--- src/rtl/phase_marker_emitter.sv ---
// phase_marker_emitter
//   Merges a stream of phase commands into a pass-through instruction stream.
//   Each accepted command becomes a marker word (an ADDI-style encoding that
//   carries the phase id and START/END flag in its immediate). Commands have
//   priority over pass-through words. A SIM_EXIT command ends the run.
//
// Ports
//   clock, reset          : sole clock, synchronous active-high reset
//   cmd_valid/cmd_ready   : phase command handshake
//   cmd_phase, cmd_end    : phase id (0..7) and START(0)/END(1)
//   in_valid/in_ready     : pass-through instruction input handshake
//   in_inst               : pass-through instruction word
//   out_valid/out_ready   : merged output handshake
//   out_inst              : merged output word
//   out_is_marker         : current output word is a marker
//   open_mask             : bit p set while phase p is open
//   err                   : sticky protocol error (double START / stray END)
//   done                  : SIM_EXIT marker consumed downstream
//   marker_count          : markers consumed downstream, saturating
module phase_marker_emitter #(
  parameter int CMD_DEPTH = 4
) (
  input  logic        clock,
  input  logic        reset,
  input  logic        cmd_valid,
  output logic        cmd_ready,
  input  logic [2:0]  cmd_phase,
  input  logic        cmd_end,
  input  logic        in_valid,
  output logic        in_ready,
  input  logic [31:0] in_inst,
  output logic        out_valid,
  input  logic        out_ready,
  output logic [31:0] out_inst,
  output logic        out_is_marker,
  output logic [6:0]  open_mask,
  output logic        err,
  output logic        done,
  output logic [15:0] marker_count
);

  localparam int AW = $clog2(CMD_DEPTH);
  localparam logic [AW:0] PTR_ONE = {{AW{1'b0}}, 1'b1};

  typedef enum logic [1:0] {
    ST_RUN     = 2'd0,
    ST_EXITING = 2'd1,
    ST_DONE    = 2'd2
  } state_t;

  // Marker word: imm = 2*phase + end for phases 0-6, 14 for SIM_EXIT.
  function automatic logic [31:0] f_encode(input logic [2:0] p, input logic e);
    logic [11:0] imm;
    if (p == 3'd7) begin
      imm = 12'd14;
    end else begin
      imm = {8'd0, p, e};
    end
    return {imm, 5'd0, 3'b010, 5'd0, 7'h13};
  endfunction

  state_t       r_state;
  logic [3:0]   r_fifo [CMD_DEPTH];
  logic [AW:0]  r_wr_ptr;
  logic [AW:0]  r_rd_ptr;
  logic         r_out_valid;
  logic [31:0]  r_out_inst;
  logic         r_out_is_marker;
  logic [6:0]   r_open_mask;
  logic         r_err;
  logic [15:0]  r_marker_count;

  logic         w_run;
  logic         w_fifo_empty;
  logic         w_fifo_full;
  logic         w_slot_free;
  logic         w_cmd_fire;
  logic         w_in_fire;
  logic         w_out_fire;
  logic         w_load_fifo;
  logic         w_load_bypass;
  logic         w_load_marker;
  logic         w_push;
  logic [3:0]   w_head;
  logic [2:0]   w_mk_phase;
  logic         w_mk_end;

  // Handshake, FIFO status and load-source selection.
  always_comb begin
    w_run        = (r_state == ST_RUN);
    w_fifo_empty = (r_wr_ptr == r_rd_ptr);
    w_fifo_full  = (r_wr_ptr[AW] != r_rd_ptr[AW]) &&
                   (r_wr_ptr[AW-1:0] == r_rd_ptr[AW-1:0]);
    w_slot_free  = !r_out_valid || out_ready;
    cmd_ready    = w_run && !w_fifo_full;
    // An offered command wins the slot over a pass-through word.
    in_ready     = w_run && w_fifo_empty && w_slot_free && !cmd_valid;
    w_cmd_fire   = cmd_valid && cmd_ready;
    w_in_fire    = in_valid && in_ready;
    w_out_fire   = r_out_valid && out_ready;
    w_load_fifo  = w_run && w_slot_free && !w_fifo_empty;
    // With an empty FIFO the command skips the queue for 1-cycle latency.
    w_load_bypass = w_run && w_slot_free && w_fifo_empty && w_cmd_fire;
    w_load_marker = w_load_fifo || w_load_bypass;
    w_push       = w_cmd_fire && !w_load_bypass;
    w_head       = r_fifo[r_rd_ptr[AW-1:0]];
    if (w_load_fifo) begin
      w_mk_phase = w_head[3:1];
      w_mk_end   = w_head[0];
    end else begin
      w_mk_phase = cmd_phase;
      w_mk_end   = cmd_end;
    end
  end

  // Command FIFO storage; contents are don't-care while unused.
  always_ff @(posedge clock) begin
    if (w_push) begin
      r_fifo[r_wr_ptr[AW-1:0]] <= {cmd_phase, cmd_end};
    end
  end

  // Control FSM, FIFO pointers, output slot and status registers.
  always_ff @(posedge clock) begin
    if (reset) begin
      r_state         <= ST_RUN;
      r_wr_ptr        <= '0;
      r_rd_ptr        <= '0;
      r_out_valid     <= 1'b0;
      r_out_inst      <= 32'd0;
      r_out_is_marker <= 1'b0;
      r_open_mask     <= 7'd0;
      r_err           <= 1'b0;
      r_marker_count  <= 16'd0;
    end else begin
      if (w_push) begin
        r_wr_ptr <= r_wr_ptr + PTR_ONE;
      end
      // Once exiting, anything left in the queue is discarded.
      if (!w_run) begin
        r_rd_ptr <= r_wr_ptr;
      end else if (w_load_fifo) begin
        r_rd_ptr <= r_rd_ptr + PTR_ONE;
      end
      if (w_out_fire && r_out_is_marker && (r_marker_count != 16'hFFFF)) begin
        r_marker_count <= r_marker_count + 16'd1;
      end
      case (r_state)
        ST_RUN: begin
          if (w_load_marker) begin
            r_out_valid     <= 1'b1;
            r_out_inst      <= f_encode(w_mk_phase, w_mk_end);
            r_out_is_marker <= 1'b1;
            if (w_mk_phase == 3'd7) begin
              r_state <= ST_EXITING;
            end else begin
              if (w_mk_end != r_open_mask[w_mk_phase]) begin
                r_err <= 1'b1;
              end
              r_open_mask[w_mk_phase] <= !w_mk_end;
            end
          end else if (w_in_fire) begin
            r_out_valid     <= 1'b1;
            r_out_inst      <= in_inst;
            r_out_is_marker <= 1'b0;
          end else if (w_out_fire) begin
            r_out_valid <= 1'b0;
          end
        end
        ST_EXITING: begin
          if (w_out_fire) begin
            r_out_valid <= 1'b0;
            r_state     <= ST_DONE;
          end
        end
        ST_DONE: begin
          r_out_valid <= 1'b0;
        end
        default: begin
          r_state <= ST_RUN;
        end
      endcase
    end
  end

  assign out_valid     = r_out_valid;
  assign out_inst      = r_out_inst;
  assign out_is_marker = r_out_is_marker;
  assign open_mask     = r_open_mask;
  assign err           = r_err;
  assign done          = (r_state == ST_DONE);
  assign marker_count  = r_marker_count;

endmodule

--- config.mk ---
export PLATFORM = sky130hd
export DESIGN_NAME = phase_marker_emitter
export DESIGN_NICKNAME = d
export VERILOG_FILES = /design/src/rtl/phase_marker_emitter.sv
export SDC_FILE = /design/constraint.sdc
export NUM_CORES = 1
export LEC_CHECK = 0
export CAP_MARGIN = 40
export CORE_MARGIN = 2
export CORE_UTILIZATION = 31
export CTS_CLUSTER_SIZE = 14
export DETAILED_ROUTE_END_ITERATION = 10
export SETUP_SLACK_MARGIN = 0.2
export SLEW_MARGIN = 20
export SYNTH_ARGS = -nofsm -noshare
export SYNTH_HDL_FRONTEND = slang
export SYNTH_SLANG_ARGS = --single-unit
--- constraint.sdc ---
create_clock -name clock -period 2.8 [get_ports clock]
set_input_delay 0.56 -clock clock [delete_from_list [all_inputs] [get_ports clock]]
set_output_delay 0.56 -clock clock [all_outputs]
set_load 0.01 [all_outputs]
-- Word-level counts from Yosys, hierarchy flattened
Memory sizes are Yosys's and may differ from the RTL's. A register that Yosys moved wholly into a read port is not among the register bits.
Index checks and enable logic that the tools add are counted.
- bitwise logic cells: 2
- magnitude comparators: 2
- equal/unequal tests: 12
- add/sub/neg operators: 3
- reduce and logical (&&, ||, !) cells: 31
- muxes and demuxes: 26
- operator list (cell ; count):
    2-to-1 mux 32 bit ; 2
    adder 16 x 1 -> 16 bit (second input constant) ; 1
    logical AND 1 bit ; 16
    != test 16 bit (second input constant) ; 1
    2-to-1 mux 1 bit ; 10
    2-to-1 mux 2 bit ; 5
    2-to-1 mux 3 bit ; 3
    AND reduction 4 bit ; 2
    bitwise mux 7 bit ; 1
    adder 3 x 1 -> 3 bit (second input constant) ; 2
    zero test 1 bit ; 6
    != test 2 x 1 -> 1 bit (second input constant) ; 3
    one-hot mux 2 bit (3 select lines) ; 1
    < comparator 3 x 4 -> 1 bit (second input constant) ; 1
    2-to-1 mux 4 bit ; 1
    binary-select mux 1 bit (select 3 bit) ; 1
    demux 1 bit (select 3 bit) ; 1
    == test 3 bit ; 1
    == test 3 bit (second input constant) ; 1
    greater-or-equal comparator 3 x 1 -> 1 bit (second input constant) ; 1
    one-hot mux 1 bit (3 select lines) ; 1
    AND reduction 3 bit ; 1
    nonzero test 3 bit ; 1
    == test 2 x 1 -> 1 bit (second input constant) ; 1
    9 further kinds ; 12
- memory bits (writable): 16
- memories: 1
- output and inout bits: 61
- logic and storage cells: 86
- input bits: 41
- bits in registers: 66
- memory list (name ; depth ; width ; read ports ; clocked after memory_dff ; write ports ; line ; RTL):
    r_fifo ; 4 ; 4 ; 1 ; 1 ; 1 ; 63 ; logic [3:0] r_fifo [CMD_DEPTH];

-- Logic depth before layout (Yosys ltp)
Gate-level depths: netlist of the first run.
- word-level depth: 10
- depth in mapped cells: 11
- depth with buffers taken out: 8

-- Worst setup path before layout of the first run
No wires, ideal clock.
- path kind: reg2reg
- start: register with a tool-made name
- end: register r_err (netlist: err)
- cell stages (with the launch flop): 8
- arrival time: 2.236 ns
- library setup time: 0.084 ns
- period minus slack after synthesis: 2.320 ns
- setup slack: 0.480 ns
- path buffers: 0
- required time: 2.716 ns
- cells stage by stage: dfxtp_1 -> mux4_2 -> nor2_1 -> mux2i_1 -> or4_1 -> and4_4 -> xor2_1 -> o31ai_2
- RTL lines (what ; line ; RTL):
    end signal: assignment ; 133 ; r_err <= 1'b0;
    end signal: assignment ; 158 ; r_err <= 1'b1;
    end: declaration ; 70 ; logic r_err;

-- Worst setup path after layout of the first run
- start: register r_rd_ptr[1]
- end: output port cmd_ready
- word-level cells in the longest chain between the ends: 4
- RTL lines (what ; line ; RTL):
    start: declaration ; 65 ; logic [AW:0] r_rd_ptr;
    start signal: assignment ; 141 ; r_rd_ptr <= r_wr_ptr;
    start signal: assignment ; 143 ; r_rd_ptr <= r_rd_ptr + PTR_ONE;
    == test 2 bit ; 93 ; (r_wr_ptr[AW-1:0] == r_rd_ptr[AW-1:0]);
    logical AND 1 bit ; 92 ; w_fifo_full = (r_wr_ptr[AW] != r_rd_ptr[AW]) &&
    zero test 1 bit ; 95 ; cmd_ready = w_run && !w_fifo_full;
    logical AND 1 bit ; 95 ;
    end: declaration ; 26 ; output logic cmd_ready,
No other way between the ends.

==> report_table.html, run 1 <==
<table>
<tr><th>Metric</th><th>Value</th></tr>
<tr><th colspan="2">Clock tree</th></tr>
<tr><td>H-tree lvl count</td><td>3</td></tr>
<tr><td>Source-to-sink clock delay at the later pin of the worst-skew pair</td><td>340 ps</td></tr>
<tr><td>Clock tree from TritonCTS</td><td>yes</td></tr>
<tr><td>Number of buffers added by the clock tree synthesis step</td><td>9</td></tr>
<tr><td>Clock root buffer</td><td>sky130_fd_sc_hd__clkbuf_16</td></tr>
<tr><td>Number of buffers on the longest clock path</td><td>2</td></tr>
<tr><td>Sinks on Clock Net</td><td>84</td></tr>
<tr><td>Clock Pin Slew Worst Setup and Hold Paths</td><td>60 ps</td></tr>
<tr><td>Hold bufs inserted after CTS</td><td>0</td></tr>
<tr><td>Post-CTS setup buffer count</td><td>0</td></tr>
<tr><th colspan="2">Synth</th></tr>
<tr><td>Sequential element share of the synthesized area</td><td>48.03%</td></tr>
<tr><td>Commonest cells in the synthesized netlist</td><td>sky130_fd_sc_hd__dfxtp_1, sky130_fd_sc_hd__nor2_1, sky130_fd_sc_hd__nand2_1</td></tr>
<tr><td>Synthesis-stage register bit count</td><td>84</td></tr>
<tr><td>Distinct cell type count after synthesis</td><td>46</td></tr>
<tr><td>Share of Yosys cell area claimed by the top area cell type</td><td>35.50%</td></tr>
<tr><td>Fraction of synthesis flops using an asynchronous set or reset pin</td><td>0%</td></tr>
<tr><td>Top-count cell post-synth</td><td>sky130_fd_sc_hd__dfxtp_1</td></tr>
<tr><td>Main synth FF type</td><td>sky130_fd_sc_hd__dfxtp_1</td></tr>
<tr><td>Post-synthesis net count</td><td>465</td></tr>
<tr><td>Number of enable-type register cells in the synthesized netlist</td><td>16</td></tr>
<tr><td>Top cells by area, synth</td><td>sky130_fd_sc_hd__dfxtp_1, sky130_fd_sc_hd__edfxtp_1, sky130_fd_sc_hd__nor2_1, sky130_fd_sc_hd__a21oi_1, sky130_fd_sc_hd__nand2_1</td></tr>
<tr><td>Synthesized netlist cell count</td><td>413</td></tr>
<tr><td>Synth Cell Area</td><td>0.003835 mm^2</td></tr>
<tr><td>Mean instance size in the synthesized netlist</td><td>9.286 um^2</td></tr>
<tr><td>Most area-hungry cell type in the Yosys netlist</td><td>sky130_fd_sc_hd__dfxtp_1</td></tr>
<tr><td>Yosys Warn Count</td><td>0</td></tr>
<tr><th colspan="2">Min path</th></tr>
<tr><td>Type of the most critical hold path</td><td>reg2reg</td></tr>
<tr><td>Worst hold path startpoint</td><td>out_inst[21]</td></tr>
<tr><th colspan="2">Critical path</th></tr>
<tr><td>Cell with the largest stage delay on the worst path</td><td>sky130_fd_sc_hd__clkdlybuf4s50_1</td></tr>
<tr><td>CP Launch Point</td><td>r_rd_ptr[1]</td></tr>
<tr><td>Top fanout value on the critical path</td><td>5</td></tr>
<tr><td>Worst endpoint required time</td><td>2240 ps</td></tr>
<tr><td>Critical path start-end classification</td><td>reg2out</td></tr>
<tr><td>Worst path arrival time</td><td>1940 ps</td></tr>
<tr><td>Buf+Inv Stages, Crit Path</td><td>1</td></tr>
<tr><td>Element type at the critical path end</td><td>primary output</td></tr>
<tr><td>Critical path cell sequence</td><td>xor2_2 -&gt; nor2_1 -&gt; a21boi_2 -&gt; clkdlybuf4s50_1</td></tr>
<tr><td>Slowest cell delay on critical path</td><td>560 ps</td></tr>
<tr><td>R2r startpoint</td><td>r_rd_ptr[0]</td></tr>
<tr><td>CP Launch Type</td><td>flip-flop</td></tr>
<tr><td>Kind of cell adding the most delay to the critical path</td><td>buffers and inverters</td></tr>
<tr><th colspan="2">Global routing</th></tr>
<tr><td>Total gr overflow</td><td>0</td></tr>
<tr><td>Global-route total usage across every layer</td><td>14.83%</td></tr>
<tr><td>Via count of the first global-routing pass</td><td>3133</td></tr>
<tr><td>Largest net degree at the start of global routing</td><td>35</td></tr>
<tr><td>First-pass GRT wire length</td><td>15.27 mm</td></tr>
<tr><td>Number of antenna violations at the first check in global routing</td><td>0</td></tr>
<tr><th colspan="2">Placed design</th></tr>
<tr><td>Cell total after placement</td><td>684</td></tr>
<tr><td>Port bufs</td><td>101</td></tr>
<tr><td>Final GP Congestion</td><td>0.8215</td></tr>
<tr><td>DPL Wire Length</td><td>7.014 mm</td></tr>
<tr><th colspan="2">Power and ir drop</th></tr>
<tr><td>Logic pwr share</td><td>45.5%</td></tr>
<tr><td>Overall power consumption</td><td>5087 uW</td></tr>
<tr><td>Cell Pwr Density</td><td>931.1 mW/mm^2</td></tr>
<tr><td>Net switching share of the total power</td><td>36.43%</td></tr>
<tr><td>Sequential fraction of design power</td><td>31.6%</td></tr>
<tr><td>Net switching component of the power</td><td>1853 uW</td></tr>
<tr><td>Pint</td><td>3234 uW</td></tr>
<tr><td>Standby leakage power</td><td>0.001992 uW</td></tr>
<tr><td>Max rail drop VDD</td><td>0.2617 mV</td></tr>
<tr><td>Clock network fraction of total power</td><td>22.9%</td></tr>
<tr><th colspan="2">Final layout</th></tr>
<tr><td>Fraction of final layout cells sized beyond drive strength 1</td><td>10.34%</td></tr>
<tr><td>Fin nets</td><td>579</td></tr>
<tr><td>Fin util</td><td>45.30%</td></tr>
<tr><td>Layout overhead on the synthesized area</td><td>42.48%</td></tr>
<tr><td>Number of diodes added for antenna fixing</td><td>0</td></tr>
<tr><td>Final std cells w/o fill</td><td>700</td></tr>
<tr><th colspan="2">STA</th></tr>
<tr><td>Period utilisation layout</td><td>89.26%</td></tr>
<tr><td>Final hold violation count</td><td>0</td></tr>
<tr><td>Final count of pins violating max slew</td><td>0</td></tr>
<tr><td>Max Freq</td><td>400.1 MHz</td></tr>
<tr><td>Transition at the pin with the smallest max-transition slack</td><td>694.3 ps</td></tr>
<tr><td>Headroom to the max-slew limit</td><td>53.71%</td></tr>
<tr><td>Shortest clock period the worst path allows after layout</td><td>2499 ps</td></tr>
<tr><td>Largest clock skew in the final design</td><td>7.535 ps</td></tr>
<tr><td>Unrepaired setup endpoints after global routing</td><td>yes</td></tr>
<tr><td>Setup_tns</td><td>0 ps</td></tr>
<tr><td>Setup violations, final</td><td>0</td></tr>
<tr><th colspan="2">Route</th></tr>
<tr><td>Via Count</td><td>3327</td></tr>
<tr><td>DRC marker count from the first detailed-route iteration</td><td>132</td></tr>
<tr><td>Number of antenna-violating nets in the routed design</td><td>0</td></tr>
<tr><td>Average routed wire per standard cell</td><td>13.98 um</td></tr>
<tr><td>DRC violation count after routing</td><td>0</td></tr>
<tr><td>Routed Wire Length</td><td>9.784 mm</td></tr>
<tr><td>First-pass iteration count of the detailed router</td><td>4</td></tr>
<tr><td>Detailed-route vias per instance</td><td>4.753</td></tr>
<tr><th colspan="2">Die</th></tr>
<tr><td>Ports</td><td>102</td></tr>
<tr><td>Core region area</td><td>0.01206 mm^2</td></tr>
<tr><td>Starting utilization of the core area</td><td>31.79%</td></tr>
<tr><td>Area enclosed by the die boundary</td><td>0.01328 mm^2</td></tr>
<tr><td>Number of core rows</td><td>40</td></tr>
<tr><td>Chip height</td><td>115.2 um</td></tr>
<tr><td>Die X</td><td>115.2 um</td></tr>
<tr><th colspan="2">Run status</th></tr>
<tr><td>Outcome</td><td>finished, final reports clean</td></tr>
<tr><th colspan="2">Flow run</th></tr>
<tr><td>Number of maximum-capacitance violations</td><td>0</td></tr>
</table>
==> routing by layer <==
layer	up-vias	wire length (um)	global-route usage, %
met2	82	4491	23.10
met1	1567	4582	19.38
met3	15	499	3.690
li1	1663	-	-
met5	-	0	0
met4	0	211	6.908
==> worst register-to-register path: cells and delay by family (launching register included) <==
kind / cells / cell delay (ps)
AO/OA/AOI/OAI: 3 / 760
XOR/XNOR: 2 / 300
buffers and inverters: 1 / 220
flip-flops: 1 / 410
AND/OR/NAND/NOR: 2 / 710
==> area by class of cell <==
| type | count | area, um^2 |
|---|---|---|
| fillers | 1152 | 6598 |
| multi-input cells | 299 | 1894 |
| flip-flops and latches | 84 | 1843 |
| repair buffers | 124 | 1190 |
| clock buffers | 9 | 225.2 |
| well taps | 168 | 210.2 |
| clock inverters | 7 | 67.56 |
| inverters | 9 | 33.78 |
==> placed cells by master, fill, tap and decap left out, types with 14 or more instances in the layout <==
master	instances
sky130_fd_sc_hd__a21oi_1	37
sky130_fd_sc_hd__buf_4	22
sky130_fd_sc_hd__clkdlybuf4s50_1	99
sky130_fd_sc_hd__dfxtp_1	67
sky130_fd_sc_hd__edfxtp_1	16
sky130_fd_sc_hd__mux2i_1	15
sky130_fd_sc_hd__nand2_1	46
sky130_fd_sc_hd__nand3_1	29
sky130_fd_sc_hd__nor2_1	51
sky130_fd_sc_hd__nor3_1	14
==> power by group through the flow <==
stage	Combinational, uW	Clock [uW]	Sequential, uW
2_1_floorplan	1370	0	1670
3_3_place_gp	2260	0	1620
3_5_place_dp	2290	0	1630
4_1_cts	2310	1210	1610
5_1_grt	2530	1250	1630
6_report	2320	1170	1610
==> per-stage QoR <==
stage	cell area, um^2	setup slack [ps]	hold WS, ps
floorplan	3835	479.7	476.2
global placement	5150	-27.22	443.0
detailed placement	5150	-51.06	459.1
CTS	5448	250.6	468.1
global route	5464	178.7	479.9
finish	5464	300.9	465.9
==> final timing paths <==
check,slack (ps),end,cells after the start
max reg2reg,330,err,8
min reg2reg,470,out_inst[21],2
max,300,cmd_ready,4
min,470,out_inst[21],2
==> registers in the layout (all words and copies together) (netlist names), named ones only <==
register / count
r_fifo: 16
r_state: 2
marker_count: 16
err: 1
out_valid: 1
r_rd_ptr: 3
open_mask: 7
out_inst: 32
r_wr_ptr: 3
out_is_marker: 1
==> kinds of logic (layout without fill, tap and decap cells) <==
kind of cell | after synthesis | in the layout | share of synthesized area, %
and+or+nand+nor | 182 | 182 | 22.41
DFF | 84 | 84 | 48.03
AOI/OAI and AO/OA | 64 | 64 | 10.05
buffers and inverters | 30 | 149 | 3.230
muxes | 22 | 22 | 7.537
xor gates and xnor gates | 20 | 20 | 5.155
adders and majority gates | 11 | 11 | 3.589
==> repair_timing <==
| action | in CTS | in global routing |
|---|---|---|
| pin swaps | 0 | 1 |
| endpoints found under the setup margin | 2 | 3 |
| resized for setup | 4 | 3 |
Note: power is estimated with default switching activity, not from simulation.
==> run 2, diff against run 1 <==
--- a/config.mk
+++ b/config.mk
@@ -7,9 +7,11 @@
 export LEC_CHECK = 0
 export CAP_MARGIN = 40
 export CORE_MARGIN = 2
-export CORE_UTILIZATION = 31
+export CORE_UTILIZATION = 48
 export CTS_CLUSTER_SIZE = 14
 export DETAILED_ROUTE_END_ITERATION = 10
+export MAX_ROUTING_LAYER = met4
+export PLACE_DENSITY = 0.79
 export SETUP_SLACK_MARGIN = 0.2
 export SLEW_MARGIN = 20
 export SYNTH_ARGS = -nofsm -noshare
==> report_table.html, run 2 (synthesized netlist as in run 1, its figures left out) <==
<table>
<tr><th>Metric</th><th>Value</th></tr>
<tr><th colspan="2">Route</th></tr>
<tr><td>Via Count</td><td>3401 (+2.2%)</td></tr>
<tr><td>DRC violation count after routing</td><td>0 (unchanged)</td></tr>
<tr><td>First-pass iteration count of the detailed router</td><td>4 (unchanged)</td></tr>
<tr><td>Number of antenna-violating nets in the routed design</td><td>0 (unchanged)</td></tr>
<tr><td>Routed Wire Length</td><td>9.561 mm (-2.3%)</td></tr>
<tr><td>Average routed wire per standard cell</td><td>15.15 um (+8.4%)</td></tr>
<tr><td>DRC marker count from the first detailed-route iteration</td><td>163 (+23%)</td></tr>
<tr><td>Detailed-route vias per instance</td><td>5.390 (+13%)</td></tr>
<tr><th colspan="2">Placed design</th></tr>
<tr><td>Final GP Congestion</td><td>0.8165 (-0.61%)</td></tr>
<tr><td>DPL Wire Length</td><td>6.827 mm (-2.7%)</td></tr>
<tr><td>Area of placed instances</td><td>0.005037 mm^2 (-2.2%)</td></tr>
<tr><td>Cell total after placement</td><td>614 (-10%)</td></tr>
<tr><td>Port bufs</td><td>101 (unchanged)</td></tr>
<tr><th colspan="2">STA</th></tr>
<tr><td>Period utilisation layout</td><td>91.20% (+1.9 points)</td></tr>
<tr><td>Transition at the pin with the smallest max-transition slack</td><td>705.9 ps (+11.63 ps)</td></tr>
<tr><td>Max Freq</td><td>391.6 MHz (-2.1%)</td></tr>
<tr><td>Final count of pins violating max slew</td><td>0 (unchanged)</td></tr>
<tr><td>Unrepaired setup endpoints after global routing</td><td>yes</td></tr>
<tr><td>Shortest clock period the worst path allows after layout</td><td>2554 ps (+54.37 ps)</td></tr>
<tr><td>Setup violations, final</td><td>0 (unchanged)</td></tr>
<tr><td>Final hold violation count</td><td>0 (unchanged)</td></tr>
<tr><td>Headroom to the max-slew limit</td><td>52.44% (-1.3 points)</td></tr>
<tr><td>Largest clock skew in the final design</td><td>7.798 ps (+0.2629 ps)</td></tr>
<tr><td>Setup_tns</td><td>0 ps (unchanged)</td></tr>
<tr><th colspan="2">Global routing</th></tr>
<tr><td>Number of antenna violations at the first check in global routing</td><td>0 (unchanged)</td></tr>
<tr><td>Global-route total usage across every layer</td><td>23.41% (+8.6 points)</td></tr>
<tr><td>Via count of the first global-routing pass</td><td>3359 (+7.2%)</td></tr>
<tr><td>Largest net degree at the start of global routing</td><td>38 (+8.6%)</td></tr>
<tr><td>First-pass GRT wire length</td><td>15.77 mm (+3.3%)</td></tr>
<tr><td>Total gr overflow</td><td>0 (unchanged)</td></tr>
<tr><th colspan="2">Critical path</th></tr>
<tr><td>Slowest cell delay on critical path</td><td>590 ps (+30 ps)</td></tr>
<tr><td>Top fanout value on the critical path</td><td>5 (unchanged)</td></tr>
<tr><td>Worst path arrival time</td><td>1990 ps (+50 ps)</td></tr>
<tr><td>Critical path start-end classification</td><td>reg2out</td></tr>
<tr><td>CP Launch Type</td><td>flip-flop</td></tr>
<tr><td>Worst endpoint required time</td><td>2240 ps (about the same)</td></tr>
<tr><td>Critical path cell sequence</td><td>xor2_2 -&gt; nor2_1 -&gt; a21boi_1 -&gt; clkdlybuf4s50_1</td></tr>
<tr><td>Cell depth of the worst flop-to-flop path</td><td>8 (unchanged)</td></tr>
<tr><td>Element type at the critical path end</td><td>primary output</td></tr>
<tr><td>Cell with the largest stage delay on the worst path</td><td>sky130_fd_sc_hd__clkdlybuf4s50_1</td></tr>
<tr><th colspan="2">Clock tree</th></tr>
<tr><td>Source-to-sink clock delay at the later pin of the worst-skew pair</td><td>350 ps (about the same)</td></tr>
<tr><td>Number of buffers added by the clock tree synthesis step</td><td>9 (unchanged)</td></tr>
<tr><td>Number of buffers on the longest clock path</td><td>2 (unchanged)</td></tr>
<tr><td>Clock Pin Slew Worst Setup and Hold Paths</td><td>80 ps (+20 ps)</td></tr>
<tr><td>Clock root buffer</td><td>sky130_fd_sc_hd__clkbuf_8</td></tr>
<tr><td>H-tree lvl count</td><td>3 (unchanged)</td></tr>
<tr><td>Sinks on Clock Net</td><td>84 (unchanged)</td></tr>
<tr><td>Clock tree from TritonCTS</td><td>yes</td></tr>
<tr><th colspan="2">Die</th></tr>
<tr><td>Ports</td><td>102 (unchanged)</td></tr>
<tr><td>Core region area</td><td>0.007727 mm^2 (-36%)</td></tr>
<tr><td>Area enclosed by the die boundary</td><td>0.008721 mm^2 (-34%)</td></tr>
<tr><td>Die X</td><td>93.39 um (-19%)</td></tr>
<tr><td>Chip height</td><td>93.39 um (-19%)</td></tr>
<tr><td>Number of core rows</td><td>32 (-20%)</td></tr>
<tr><td>Starting utilization of the core area</td><td>49.63% (+18 points)</td></tr>
<tr><th colspan="2">Min path</th></tr>
<tr><td>Type of the most critical hold path</td><td>reg2reg</td></tr>
<tr><td>Worst hold stages</td><td>2 (unchanged)</td></tr>
<tr><th colspan="2">Power and ir drop</th></tr>
<tr><td>Standby leakage power</td><td>0.001976 uW (-0.81%)</td></tr>
<tr><td>Cell Pwr Density</td><td>931.7 mW/mm^2 (about the same)</td></tr>
<tr><td>Max rail drop VDD</td><td>0.3795 mV (+45%)</td></tr>
<tr><th colspan="2">Final layout</th></tr>
<tr><td>Layout overhead on the synthesized area</td><td>39.25%</td></tr>
<tr><td>Most common library cell in the layout ignoring fill and taps</td><td>sky130_fd_sc_hd__clkdlybuf4s50_1</td></tr>
<tr><td>Final cell area excluding filler cells</td><td>0.005340 mm^2 (-2.3%)</td></tr>
<tr><td>Final std cells w/o fill</td><td>631 (-9.9%)</td></tr>
<tr><td>Leading cell types in the layout, fill and taps excluded</td><td>sky130_fd_sc_hd__clkdlybuf4s50_1, sky130_fd_sc_hd__dfxtp_1, sky130_fd_sc_hd__nor2_1</td></tr>
<tr><td>Fraction of final layout cells sized beyond drive strength 1</td><td>10.02% (-0.32 points)</td></tr>
<tr><td>Fin nets</td><td>576 (-0.52%)</td></tr>
<tr><td>Number of flip-flops in the largest register</td><td>32 (unchanged)</td></tr>
<tr><td>Number of diodes added for antenna fixing</td><td>0 (unchanged)</td></tr>
<tr><td>Fin util</td><td>69.11% (+24 points)</td></tr>
<tr><th colspan="2">Flow run</th></tr>
<tr><td>Number of maximum-capacitance violations</td><td>0 (unchanged)</td></tr>
<tr><th colspan="2">Run status</th></tr>
<tr><td>Outcome</td><td>finished, final reports clean</td></tr>
</table>
## run 2: changes by cell type in the layout (fill, tap and decap cells not counted), sizes merged
cell and delta:
clkinvlp -1, buf -3, clkinv -3, bufinv +1, clkbuf +3
## run 2: what timing repair did
item / CTS / global route
hold buffers: 0 / 0
setup buffers: 0 / 1
pin swaps: 0 / 1
setup endpoints to repair: 2 / 3
resized for setup: 4 / 3
## run 2: layout make-up
class / count / area [um^2]
inverter: 9 / 33.78
timing repair buffer: 121 / 1167
sequential: 84 / 1843
clock inverter: 4 / 72.57
multi-input combinational: 299 / 1897
tap: 102 / 127.6
clock buffer: 12 / 198.9
fill: 597 / 2387
## run 2: worst paths after layout
kind,startpoint,endpoint,slack (ps)
hold reg to reg,out_inst[6],out_inst[6],470
setup reg to reg,r_wr_ptr[0],err,290
setup / recovery,r_rd_ptr[1],cmd_ready,250
hold / removal,out_inst[6],out_inst[6],470
## run 2: per-layer routing
metal  track usage [%]  part of all wire [%]  up-vias
li1                  -                     -     1653
met1             29.11                    43     1629
met2             37.65                    49       94
met3             5.238                   4.7       25
met4             8.456                   2.5        0
met5                 -                     0        -
## run 2: where the power goes
| part | leakage (uW) | internal [uW] | switching [uW] |
|---|---|---|---|
| clock | 0.000134 | 664 | 431 |
| sequential | 0.000699 | 1450 | 160 |
| combinational | 0.00114 | 1050 | 1210 |
| total | 0.00198 | 3170 | 1800 |
## run 2: worst max-delay path: cells and delay by family, from the launching register on
kind	cells	cell delay (ps)
buffers and inverters	1	590
flip-flops	1	400
XOR/XNOR	1	300
AO/OA/AOI/OAI	1	260
AND/OR/NAND/NOR	1	90
## run 2: through the flow
step / setup slack, ps / total power [uW] / hold slack [ps]
after floorplan: 479.7 / 3037 / 476.2
after global routing: 171.2 / 5295 / 482.8
final: 246.5 / 4976 / 467.7
after CTS: 214.3 / 4932 / 470.2
after global placement: -37.17 / 3759 / 452.0
after detailed placement: -89.63 / 3818 / 458.4
==> patch (settings of run 1) <==
Set the parameter `CMD_DEPTH` to 8 (it was 4).
--- a/src/rtl/phase_marker_emitter.sv
+++ b/src/rtl/phase_marker_emitter.sv
@@ -19,5 +19,5 @@
 //   marker_count          : markers consumed downstream, saturating
 module phase_marker_emitter #(
-  parameter int CMD_DEPTH = 4
+  parameter int CMD_DEPTH = 8
 ) (
   input  logic        clock,
Check against the original RTL: not equivalent (a bounded check fails within 10 cycles, from zero or initial values and one cycle with reset high).
==> patch against run 1 <==
  * Synthesized cell count up 6.3%
  * Sequential cell count up 19
  * Final area up 16%
  * Power up 20%
  * Non-clock buffer count up 11
  * First-iteration DRC count up 32%
  * Routed wire length up 17%
  * Setup slack better by 37 ps
  * Sequential power up 22%
  * Critical path depth unchanged
  * Area after synthesis up 20%
  * Clock skew up 1.0 ps
  * Clock power up 3%
  * Highest routed layer unchanged
==> patch: results (changes against run 1) <==
- The multi-input gate count came to 305 (was 299).
- The fraction of layout instances using a drive strength above 1 is 15.8% (was 10.3%).
* Data arrival, critical path: 1900 ps (was 1940 ps)
- The hold path startpoint is out_inst[24] (was out_inst[21]).
- The pin count of the biggest net entering global routing came to 37 (was 35).
- DRT iter0 DRCs: 174 (was 132)
- Weighted congestion at the end of routability-driven global placement: 0.809 (was 0.822)
- Leading post-synthesis cells by cell area: sky130_fd_sc_hd__dfxtp_1 31%, sky130_fd_sc_hd__edfxtp_1 21%, sky130_fd_sc_hd__nand2_1 4.2% (was sky130_fd_sc_hd__dfxtp_1 35%, sky130_fd_sc_hd__edfxtp_1 13%, sky130_fd_sc_hd__nor2_1 5.0%).
* Number of buffers inserted by post-CTS setup repair: 1 (was 0)
- Routed length on met1: 5280 um (was 4580 um)
- The count of flip-flops with a built-in enable after synthesis is 32 (was 16).
- The total global routing track utilization came to 14.9% (was 14.8%).
- Combined area of the multi-input logic cells: 0.00212 mm2 (was 0.00189 mm2)
- Global-route wire length before repair: 19100 um (was 15300 um)
- Non-Clock Buffer Count: 135 (was 124)
- Startpoint of the most critical setup path: r_state[0] (was r_rd_ptr[1])
* Final #Nets: 609 (was 579)
* Number of distinct library cell variants in the gate-level netlist after synthesis: 61 (was 46)
- Post-synthesis sequential area ratio: 51.8% (was 48.0%)
* Via count of the first global-routing pass: 3768 (was 3133)
- The pre-CTS worst setup slack came to -52.7 ps (was -51.1 ps).
- Status: finished, final reports clean (unchanged).
- The static leakage power came to 0.00222 uW (was 0.00199 uW).
- Commonest cells post-synth: 71 x sky130_fd_sc_hd__dfxtp_1, 52 x sky130_fd_sc_hd__nand2_1, 41 x sky130_fd_sc_hd__nor2_1 (was 68 x sky130_fd_sc_hd__dfxtp_1, 51 x sky130_fd_sc_hd__nor2_1, 46 x sky130_fd_sc_hd__nand2_1).
- The combinational group power is 2900 uW (was 2320 uW).
- Number of resized instances in the post-cts repair step: 8 (was 4)
- Data buffer area share: 20.2% (was 21.8%)
* Max Fanout on Critical Path: 14 (was 5)
* Worst clock skew: 8.55 ps (was 7.53 ps)
- The switching share of total power was 38.5% (was 36.4%).
- The met2 demand-to-capacity share in global routing came to 24.1% (was 23.1%).
- Sink Count: 103 (was 84)
- The met3 routing resource usage after global routing is 4.80% (was 3.69%).
* Routed length on met2: 5290 um (was 4490 um)
* Worst-case headroom to the max-slew limit: 53.0% (was 53.7%)
* Met1 GRT Util: 19.0% (was 19.4%)
- Maximum resistive drop on vdd: 0.000477 V (was 0.000262 V)
- The net count of the mapped netlist is 488 (was 465).
* Power of the sequential group: 1970 uW (was 1610 uW)
- The area fraction of clock buffers and clock inverters came to 4.52% (was 5.36%).
* Wire length reported by the detailed router: 11400 um (was 9780 um)
-- patch: changes by cell type in the layout (fill, tap and decap cells not counted), moves of 4 or more --
cell                       change
sky130_fd_sc_hd__or3_1         -5
sky130_fd_sc_hd__xnor2_1       +6
sky130_fd_sc_hd__nor4_2        +4
sky130_fd_sc_hd__nand2b_1      -5
sky130_fd_sc_hd__nand3_1       +4
sky130_fd_sc_hd__buf_4        +11
sky130_fd_sc_hd__edfxtp_1     +16
sky130_fd_sc_hd__o21ai_0       -9
sky130_fd_sc_hd__nand2_1       +6
sky130_fd_sc_hd__a21oi_1       -8
sky130_fd_sc_hd__nor2_1       -10
sky130_fd_sc_hd__nor2b_1       -4
-- patch: metrics by stage --
step	util, %	hold WS (ps)	std cells	instance area [um2]	total power [uW]
after floorplan	-	468	439	4600	3830
after global placement	41.1	456	732	5970	4790
after detailed placement	41.1	459	732	5970	4830
after CTS	43.3	469	749	6300	6120
after global routing	43.4	488	749	6310	6470
final	43.4	468	749	6310	6080
-- patch: cells by family (layout without fill, tap and decap cells) --
kind of cell	after synthesis	count (layout)	share of synthesized area, %
and+or+nand+nor	182	182	19.9
muxes	30	30	9.24
AOI/OAI and AO/OA	60	60	8.92
xor gates and xnor gates	25	25	4.76
DFF	103	103	51.8
adders and majority gates	8	8	2.17
buffers and inverters	31	157	3.26
-- patch: path summary, 6_finish.rpt --
| check | endpoint | slack (ps) | cells past startpoint |
|---|---|---|---|
| setup reg to reg | err | 340 | 8 |
| setup / recovery | cmd_ready | 340 | 4 |
| hold / removal | out_inst[24] | 470 | 2 |
| hold reg to reg | out_inst[24] | 470 | 2 |
